`config.mk`:
```
export PLATFORM = sky130hd
export DESIGN_NAME = alu_serial_seq
export DESIGN_NICKNAME = d
export VERILOG_FILES = /design/src/rtl/alu_serial_seq.sv
export SDC_FILE = /design/constraint.sdc
export NUM_CORES = 1
export LEC_CHECK = 0
export BUFFER_PORTS_ARGS = -buffer_cell sky130_fd_sc_hd__buf_2
export CAP_MARGIN = 5
export CORE_ASPECT_RATIO = 0.8
export CORE_MARGIN = 2
export CORE_UTILIZATION = 48
export DETAILED_ROUTE_END_ITERATION = 7
export PLACE_DENSITY = 0.79
export SETUP_SLACK_MARGIN = 0.5
export SYNTH_ARGS = -nofsm -noshare
export SYNTH_HDL_FRONTEND = slang
export SYNTH_SLANG_ARGS = --single-unit
export TNS_END_PERCENT = 5
```
`constraint.sdc`:
```
create_clock -name clk -period 1.8 [get_ports clk]
set_input_delay 0.36 -clock clk [delete_from_list [all_inputs] [get_ports clk]]
set_output_delay 0.36 -clock clk [all_outputs]
set_load 0.05 [all_outputs]
```
`src/rtl/alu_serial_seq.sv`:
```
`default_nettype none
// ============================================================================
// Module      : alu_serial_seq
// Description : Bit-serial WIDTH-bit ALU sequencer feeding a 1-bit ALU slice.
//               Optional build macro ALU_SERIAL_SIGNED_SLT_EN selects signed slt.
// Revision    : 1.0 - initial release
// ============================================================================
module alu_serial_seq #(
    parameter int WIDTH = 8
) (
    input  logic             clk,
    input  logic             rst_n,
    input  logic             in_valid,
    output logic             in_ready,
    input  logic [WIDTH-1:0] in_a,
    input  logic [WIDTH-1:0] in_b,
    input  logic [2:0]       in_op,
    output logic             out_valid,
    input  logic             out_ready,
    output logic [WIDTH-1:0] out_result,
    output logic             out_zero,
    output logic             slice_a,
    output logic             slice_b,
    output logic [2:0]       slice_ctrl
);

    localparam int CW = $clog2(WIDTH);
    localparam logic [CW-1:0] c_last = CW'(WIDTH - 1);

    localparam logic [2:0] c_op_add = 3'b000;
    localparam logic [2:0] c_op_sub = 3'b001;
    localparam logic [2:0] c_op_and = 3'b010;
    localparam logic [2:0] c_op_xor = 3'b011;
    localparam logic [2:0] c_op_slt = 3'b101;

    typedef enum logic [1:0] {
        S_IDLE = 2'd0,
        S_RUN  = 2'd1,
        S_DONE = 2'd2
    } state_t;

    state_t r_state;
    state_t w_next;

    logic [WIDTH-1:0] r_a;
    logic [WIDTH-1:0] r_b;
    logic [2:0]       r_op;
    logic [CW-1:0]    r_cnt;
    logic             r_carry;
    logic [WIDTH-2:0] r_res;
    logic [WIDTH-1:0] r_result;
    logic             r_zero;

    logic             w_accept;
    logic             w_last;
    logic             w_inv;
    logic             w_bx;
    logic             w_sum;
    logic             w_cout;
    logic             w_bit;
    logic             w_lt;
    logic [WIDTH-1:0] w_res_full;
    logic [WIDTH-1:0] w_final;

    // ------------------------------------------------------------------
    // Control FSM
    // ------------------------------------------------------------------
    always_ff @(posedge clk or negedge rst_n) begin
        if (!rst_n) begin
            r_state <= S_IDLE;
        end else begin
            r_state <= w_next;
        end
    end

    always_comb begin
        w_next     = r_state;
        in_ready   = 1'b0;
        out_valid  = 1'b0;
        slice_a    = 1'b0;
        slice_b    = 1'b0;
        slice_ctrl = 3'b000;
        case (r_state)
            S_IDLE: begin
                in_ready = 1'b1;
                if (in_valid) begin
                    w_next = S_RUN;
                end
            end
            S_RUN: begin
                slice_a    = r_a[0];
                slice_b    = r_b[0];
                slice_ctrl = r_op;
                if (r_cnt == c_last) begin
                    w_next = S_DONE;
                end
            end
            S_DONE: begin
                out_valid = 1'b1;
                if (out_ready) begin
                    w_next = S_IDLE;
                end
            end
            default: begin
                w_next = S_IDLE;
            end
        endcase
    end

    // ------------------------------------------------------------------
    // Serial datapath
    // ------------------------------------------------------------------
    always_comb begin
        w_accept   = (r_state == S_IDLE) && in_valid;
        w_last     = (r_state == S_RUN) && (r_cnt == c_last);
        w_inv      = (r_op == c_op_sub) || (r_op == c_op_slt);
        w_bx       = r_b[0] ^ w_inv;
        w_sum      = r_a[0] ^ w_bx ^ r_carry;
        w_cout     = (r_a[0] & w_bx) | (r_carry & (r_a[0] ^ w_bx));
        case (r_op)
            c_op_add, c_op_sub, c_op_slt: w_bit = w_sum;
            c_op_and:                     w_bit = r_a[0] & r_b[0];
            c_op_xor:                     w_bit = r_a[0] ^ r_b[0];
            default:                      w_bit = 1'b0;
        endcase
        w_res_full = {w_bit, r_res};
`ifdef ALU_SERIAL_SIGNED_SLT_EN
        // On the last bit r_carry is the carry into the MSB, so V = cin ^ cout.
        w_lt = w_sum ^ (r_carry ^ w_cout);
`else
        w_lt = ~w_cout;
`endif
        case (r_op)
            c_op_add, c_op_sub, c_op_and, c_op_xor: w_final = w_res_full;
            c_op_slt: w_final = {{(WIDTH-1){1'b0}}, w_lt};
            default:  w_final = '0;
        endcase
    end

    always_ff @(posedge clk or negedge rst_n) begin
        if (!rst_n) begin
            r_a      <= '0;
            r_b      <= '0;
            r_op     <= 3'b000;
            r_cnt    <= '0;
            r_carry  <= 1'b0;
            r_res    <= '0;
            r_result <= '0;
            r_zero   <= 1'b0;
        end else if (w_accept) begin
            r_a     <= in_a;
            r_b     <= in_b;
            r_op    <= in_op;
            r_cnt   <= '0;
            r_carry <= (in_op == c_op_sub) || (in_op == c_op_slt);
            r_res   <= '0;
        end else if (r_state == S_RUN) begin
            r_a     <= {1'b0, r_a[WIDTH-1:1]};
            r_b     <= {1'b0, r_b[WIDTH-1:1]};
            r_carry <= w_cout;
            r_res   <= w_res_full[WIDTH-1:1];
            r_cnt   <= w_last ? '0 : r_cnt + 1'b1;
            if (w_last) begin
                r_result <= w_final;
                r_zero   <= (w_final == '0);
            end
        end
    end

    assign out_result = r_result;
    assign out_zero   = r_zero;

endmodule
`default_nettype wire
```
# Word-level counts from Yosys, hierarchy flattened

Cells that the tools add are included.
Widths: inputs -> output; s select.

Word-level logic and storage cells: 66
Bits in registers: 41

Add/sub/neg operators: 1
Equality and inequality tests: 12
Bitwise logic cells: 10
Mux-type cells: 22
Reductions and logical operators: 12

Operator list:

| cell                | count |
|---|---|
| $mux 8              | 4 |
| $pmux 8 s2          | 1 |
| $mux 7              | 2 |
| $mux 3              | 4 |
| $eq 3x3->1 const B  | 3 |
| $logic_not 8->1     | 1 |
| $eq 3x1->1 const B  | 2 |
| $eq 3x2->1 const B  | 2 |
| $mux 1              | 6 |
| $mux 2              | 3 |
| $pmux 2 s3          | 1 |
| $reduce_and 3->1    | 2 |
| $ne 2x2->1 const B  | 2 |
| $reduce_or 4->1     | 1 |
| $xor 1x1->1         | 4 |
| $add 3x1->3 const B | 1 |
| $and 1x1->1         | 3 |
| $logic_not 3->1     | 1 |
| $pmux 1 s3          | 1 |
| $reduce_or 3->1     | 1 |
| $eq 2x1->1 const B  | 1 |
| $eq 2x2->1 const B  | 1 |
| $logic_and 1x1->1   | 2 |
| $logic_not 2->1     | 1 |
| other kinds (5)     | 7 |

# Depth between registers and ports, before layout

Word-level depth: 9
Depth in mapped cells: 7

# Worst setup path after synthesis

Ideal clock, no wire load.

Path type: reg2reg
From: reg r_op[1]
To: reg r_result[7], in the netlist out_result[7]
Slack: -0.098 ns
Arrival time: 1.831 ns
Buffers on the path: 0
Cell stages (with the launch flop): 7
Data required time: 1.733 ns
Cell sequence: dfrtp_1 -> nor2b_1 -> xnor2_1 -> fa_1 -> nor2b_1 -> a211oi_1 -> mux2_2

Word-level cells in the longest chain between the ends: 7
Elaborated cells between the ends (all ways): 13
Those cells by class: eq/ne: 4; mux: 2; bitwise: 3; reduce/logical: 4

RTL lines:

| element                                  | line          | RTL |
|---|---|---|
| start, declared                          | 47            | `logic [2:0] r_op;` |
| start signal, assigned                   | 153           | `r_op <= in_op;` |
| $eq 3x1->1 or $eq 3x3->1 (tied branches) | 116, 120, 133 |  |
| $logic_or 1x1->1                         | 116           | `w_inv = (r_op == c_op_sub) \|\| (r_op == c_op_slt);` |
| $xor 1x1->1                              | 117           | `w_bx = r_b[0] ^ w_inv;` |
| $xor 1x1->1 (2 in a row)                 | 118           | `w_sum = r_a[0] ^ w_bx ^ r_carry;` |
| $pmux 1 s3                               | 120           | `case (r_op)` |
| $pmux 8 s2 (*)                           | 133           | `case (r_op)` |
| end signal, assigned                     | 164           | `r_result <= w_final;` |
| end, declared                            | 51            | `logic [WIDTH-1:0] r_result;` |

Mark *: on every way between the ends. The rest lies on a longest branch, timed or not.
A chain may end at the register's enable or synchronous reset.

# Worst setup path after layout

From: reg r_op[0]
To: reg r_result[7], in the netlist out_result[7]

The elaborated chain is that of the path after synthesis.

==> results.toml <==
[synth]
ys_dominant_reg_cell = "dfrtp_1"
synth.top_cell.area_share_pct = 55.0
ys_warn_count = 0
synth_top_area_cell = "dfrtp_1"
synth_cells = 198
synthArstFlopShare_pct = 100
synth_most_common_cell = "nand2_1"
yosysSeqAreaShare_pct = 55.0
syn_area_mm2 = 0.00187
syn_area_per_cell_um2 = 9.42
synth_seq_cells = 41
syn_nets = 225
synth-edff-count = 0
yosysUniqueCellTypes = 29
ys_top_cells_by_area = "dfrtp_1 55%, nand2_1 13%, o21ai_0 5.6%"
synthTopCellsByCount = "65 x nand2_1, 41 x dfrtp_1, 21 x o21ai_0"

[cts]
clockBufferDepth = 2
cts_tree = "built"
postCtsHoldBufs = 0
clk-insertion-delay-late_ns = 0.30
clk_pin_slew_ns = 0.08
ctsRootBufferMaster = "clkbuf_8"
h-tree-depth = 2
cts_made_buffers = 5
clock_sink_count = 41

[detailed_routing]
drc = 0
drt_iter0_drc = 113
post_drt_wl_per_cell_um = 15.3
totalWireLength_um = 4470
vias = 1580
dr.pass1.iters = 4
detail-route-antenna-nets = 0
vias_per_cell = 5.39

[sta]
slew_headroom_pct = 68.8
post-route-min-period_ns = 1.77
worst_slew_pin_slew_ns = 0.467
max_freq_mhz = 567
tns_ns = 0
clock_skew_ns = 0.0110
period_share_pct = 98.1
setup_viol = 0
grt_setup_unrepaired = "yes"
hold_viol = 2
maxSlewViolCount = 0
worst_hold_slack_ns = -0.00195

[placed_design]
place_congestion = 0.804
port_buffers = 38
hpwlAfterDp_um = 2750

[critical_path]
cp_max_fo = 3
crit_required_ns = 1.99
rrSetupSlack_ns = 0.03
worstReg2RegStart = "r_op[0]"
arrival_ns = 1.96
endpoint_kind = "register"
cp-start-kind = "register"
reg2reg_depth = 6
critical_path_class = "reg -> reg"
rr_endpoint = "out_result[7]"

[floorplan]
pin_count = 39
die_h_um = 59.8
fp.dieArea_mm2 = 0.00440
std_cell_rows = 20
fp.coreArea_mm2 = 0.00375
start_util_pct = 49.7
fp.dieW_um = 73.7

[power]
clkPwrFrac_pct = 11.2
p_sw_share_pct = 45.1
p_int_mw = 2.90
powerDensity_mw_per_mm2 = 1990
share_comb_of_total_power_pct = 58.0
sequentialPowerShare_pct = 30.8
p_leak_nw = 1.29
p_sw_mw = 2.39
peakVddDrop_mv = 0.878

[outcome]
violations = "hold timing"
status = "complete, but fails checks"

[global_routing]
grt_pass1_vias = 1526
antenna_found_initial = 0
grt_overflow = 0
grt_usage_pct = 22.5
grt_pass1_wl_um = 7310
grt_max_degree = 33

[hold_path]
hold_path_class = "in -> async"

[layout]
drive_gt1_share_pct = 46.2
final_nets = 275
area_delta_synth_final_pct = 42.3
insertedDiodeCount = 0
fillers = 260

[job]
drv_cap = 0
[cells by family after synthesis]
group,Yosys count,synth area share [%]
AO/OA/AOI/OAI,41,13.6
XOR/XNOR,1,0.470
adder cells (fa/ha/maj),4,3.09
buffers and inverters,14,3.42
flip-flops,41,55.0
multiplexers,2,1.14
AND/OR/NAND/NOR,95,23.3
[state kept, by name (all words and copies together), names as in the netlist]
register    flops
out_result      8
r_a             8
r_b             8
r_res           7
r_cnt           3
r_op            3
r_state         2
out_zero        1
r_carry         1
[cell type report]
class                   instances  area (µm²)  area share [%]
well taps                      44        55.1            2.07
clock inverters                 3        17.5           0.660
clock buffers                   5        68.8            2.59
multi-input cells             143        1040            39.1
repair buffers                 54         437            16.4
flip-flops and latches         41        1030            38.7
inverters                       3        11.3           0.424
[power groups by stage]
stage | combinational, mW | clock (mW) | sequential, mW
global route | 3.32 | 0.646 | 1.68
finish | 3.07 | 0.595 | 1.63
global placement | 2.15 | 0 | 1.57
detailed placement | 2.21 | 0 | 1.59
CTS | 2.95 | 0.610 | 1.62
floorplan | 1.40 | 0 | 1.79
[layout by cell type (no fill, tap or decap), drive strengths merged, types with 2 or more instances in the layout]
cell	n
a21oi	2
a22oi	13
and2	4
buf	47
clkbuf	12
clkinv	2
dfrtp	41
ha	3
inv	3
nand2	65
nand2b	7
nand3b	2
nor2	5
nor2b	5
nor3	3
o21ai	22
[per-stage QoR]
stage / utilization, % / cells / worst slack [ns] / total power, mW / instance area [µm²]
global placement: 58.1 / 281 / 0.0549 / 3.72 / 2180
CTS: 69.0 / 293 / 0.00490 / 5.17 / 2590
global route: 70.7 / 293 / -0.0240 / 5.65 / 2660
detailed placement: 58.1 / 281 / -0.00847 / 3.80 / 2180
floorplan: - / 198 / 0.0447 / 3.19 / 1880
finish: 70.7 / 293 / 0.0349 / 5.29 / 2660
[worst max-delay path, cell delays in order (launching register included)]
cell      delay, ns
dfrtp_1        0.38
nor2b_4        0.14
xnor2_2        0.13
fa_1           0.52
nor2b_4        0.17
a211oi_4       0.05
mux2_4         0.28
[timing repair]
item	CTS	global route
buffers inserted	4	0
pin swaps	55	49
setup endpoints to repair	47	54
gates resized for setup	85	21
[worst max-delay path by stage]
stage / from / endpoint / slack, ns / cells past startpoint
final: r_op[0] / out_result[7] / 0.03 / 6
after global placement: r_op[0] / r_res[6] / 0.05 / 7
after global routing: r_op[0] / out_result[7] / -0.02 / 6
after detailed placement: r_op[0] / r_res[6] / -0.008 / 7
after CTS: r_op[0] / out_result[7] / 0.005 / 6
after floorplan: r_op[0] / out_result[7] / 0.04 / 6
[metal layers]
metal	vias to the layer above	global-route usage, %	share of wire (%)
met5	-	0	0
met4	0	9.35	1.7
met3	8	4.38	4.2
met2	36	35.7	51
met1	777	30.6	43
li1	759	-	-
No activity file was read; power rests on OpenSTA's default activity.
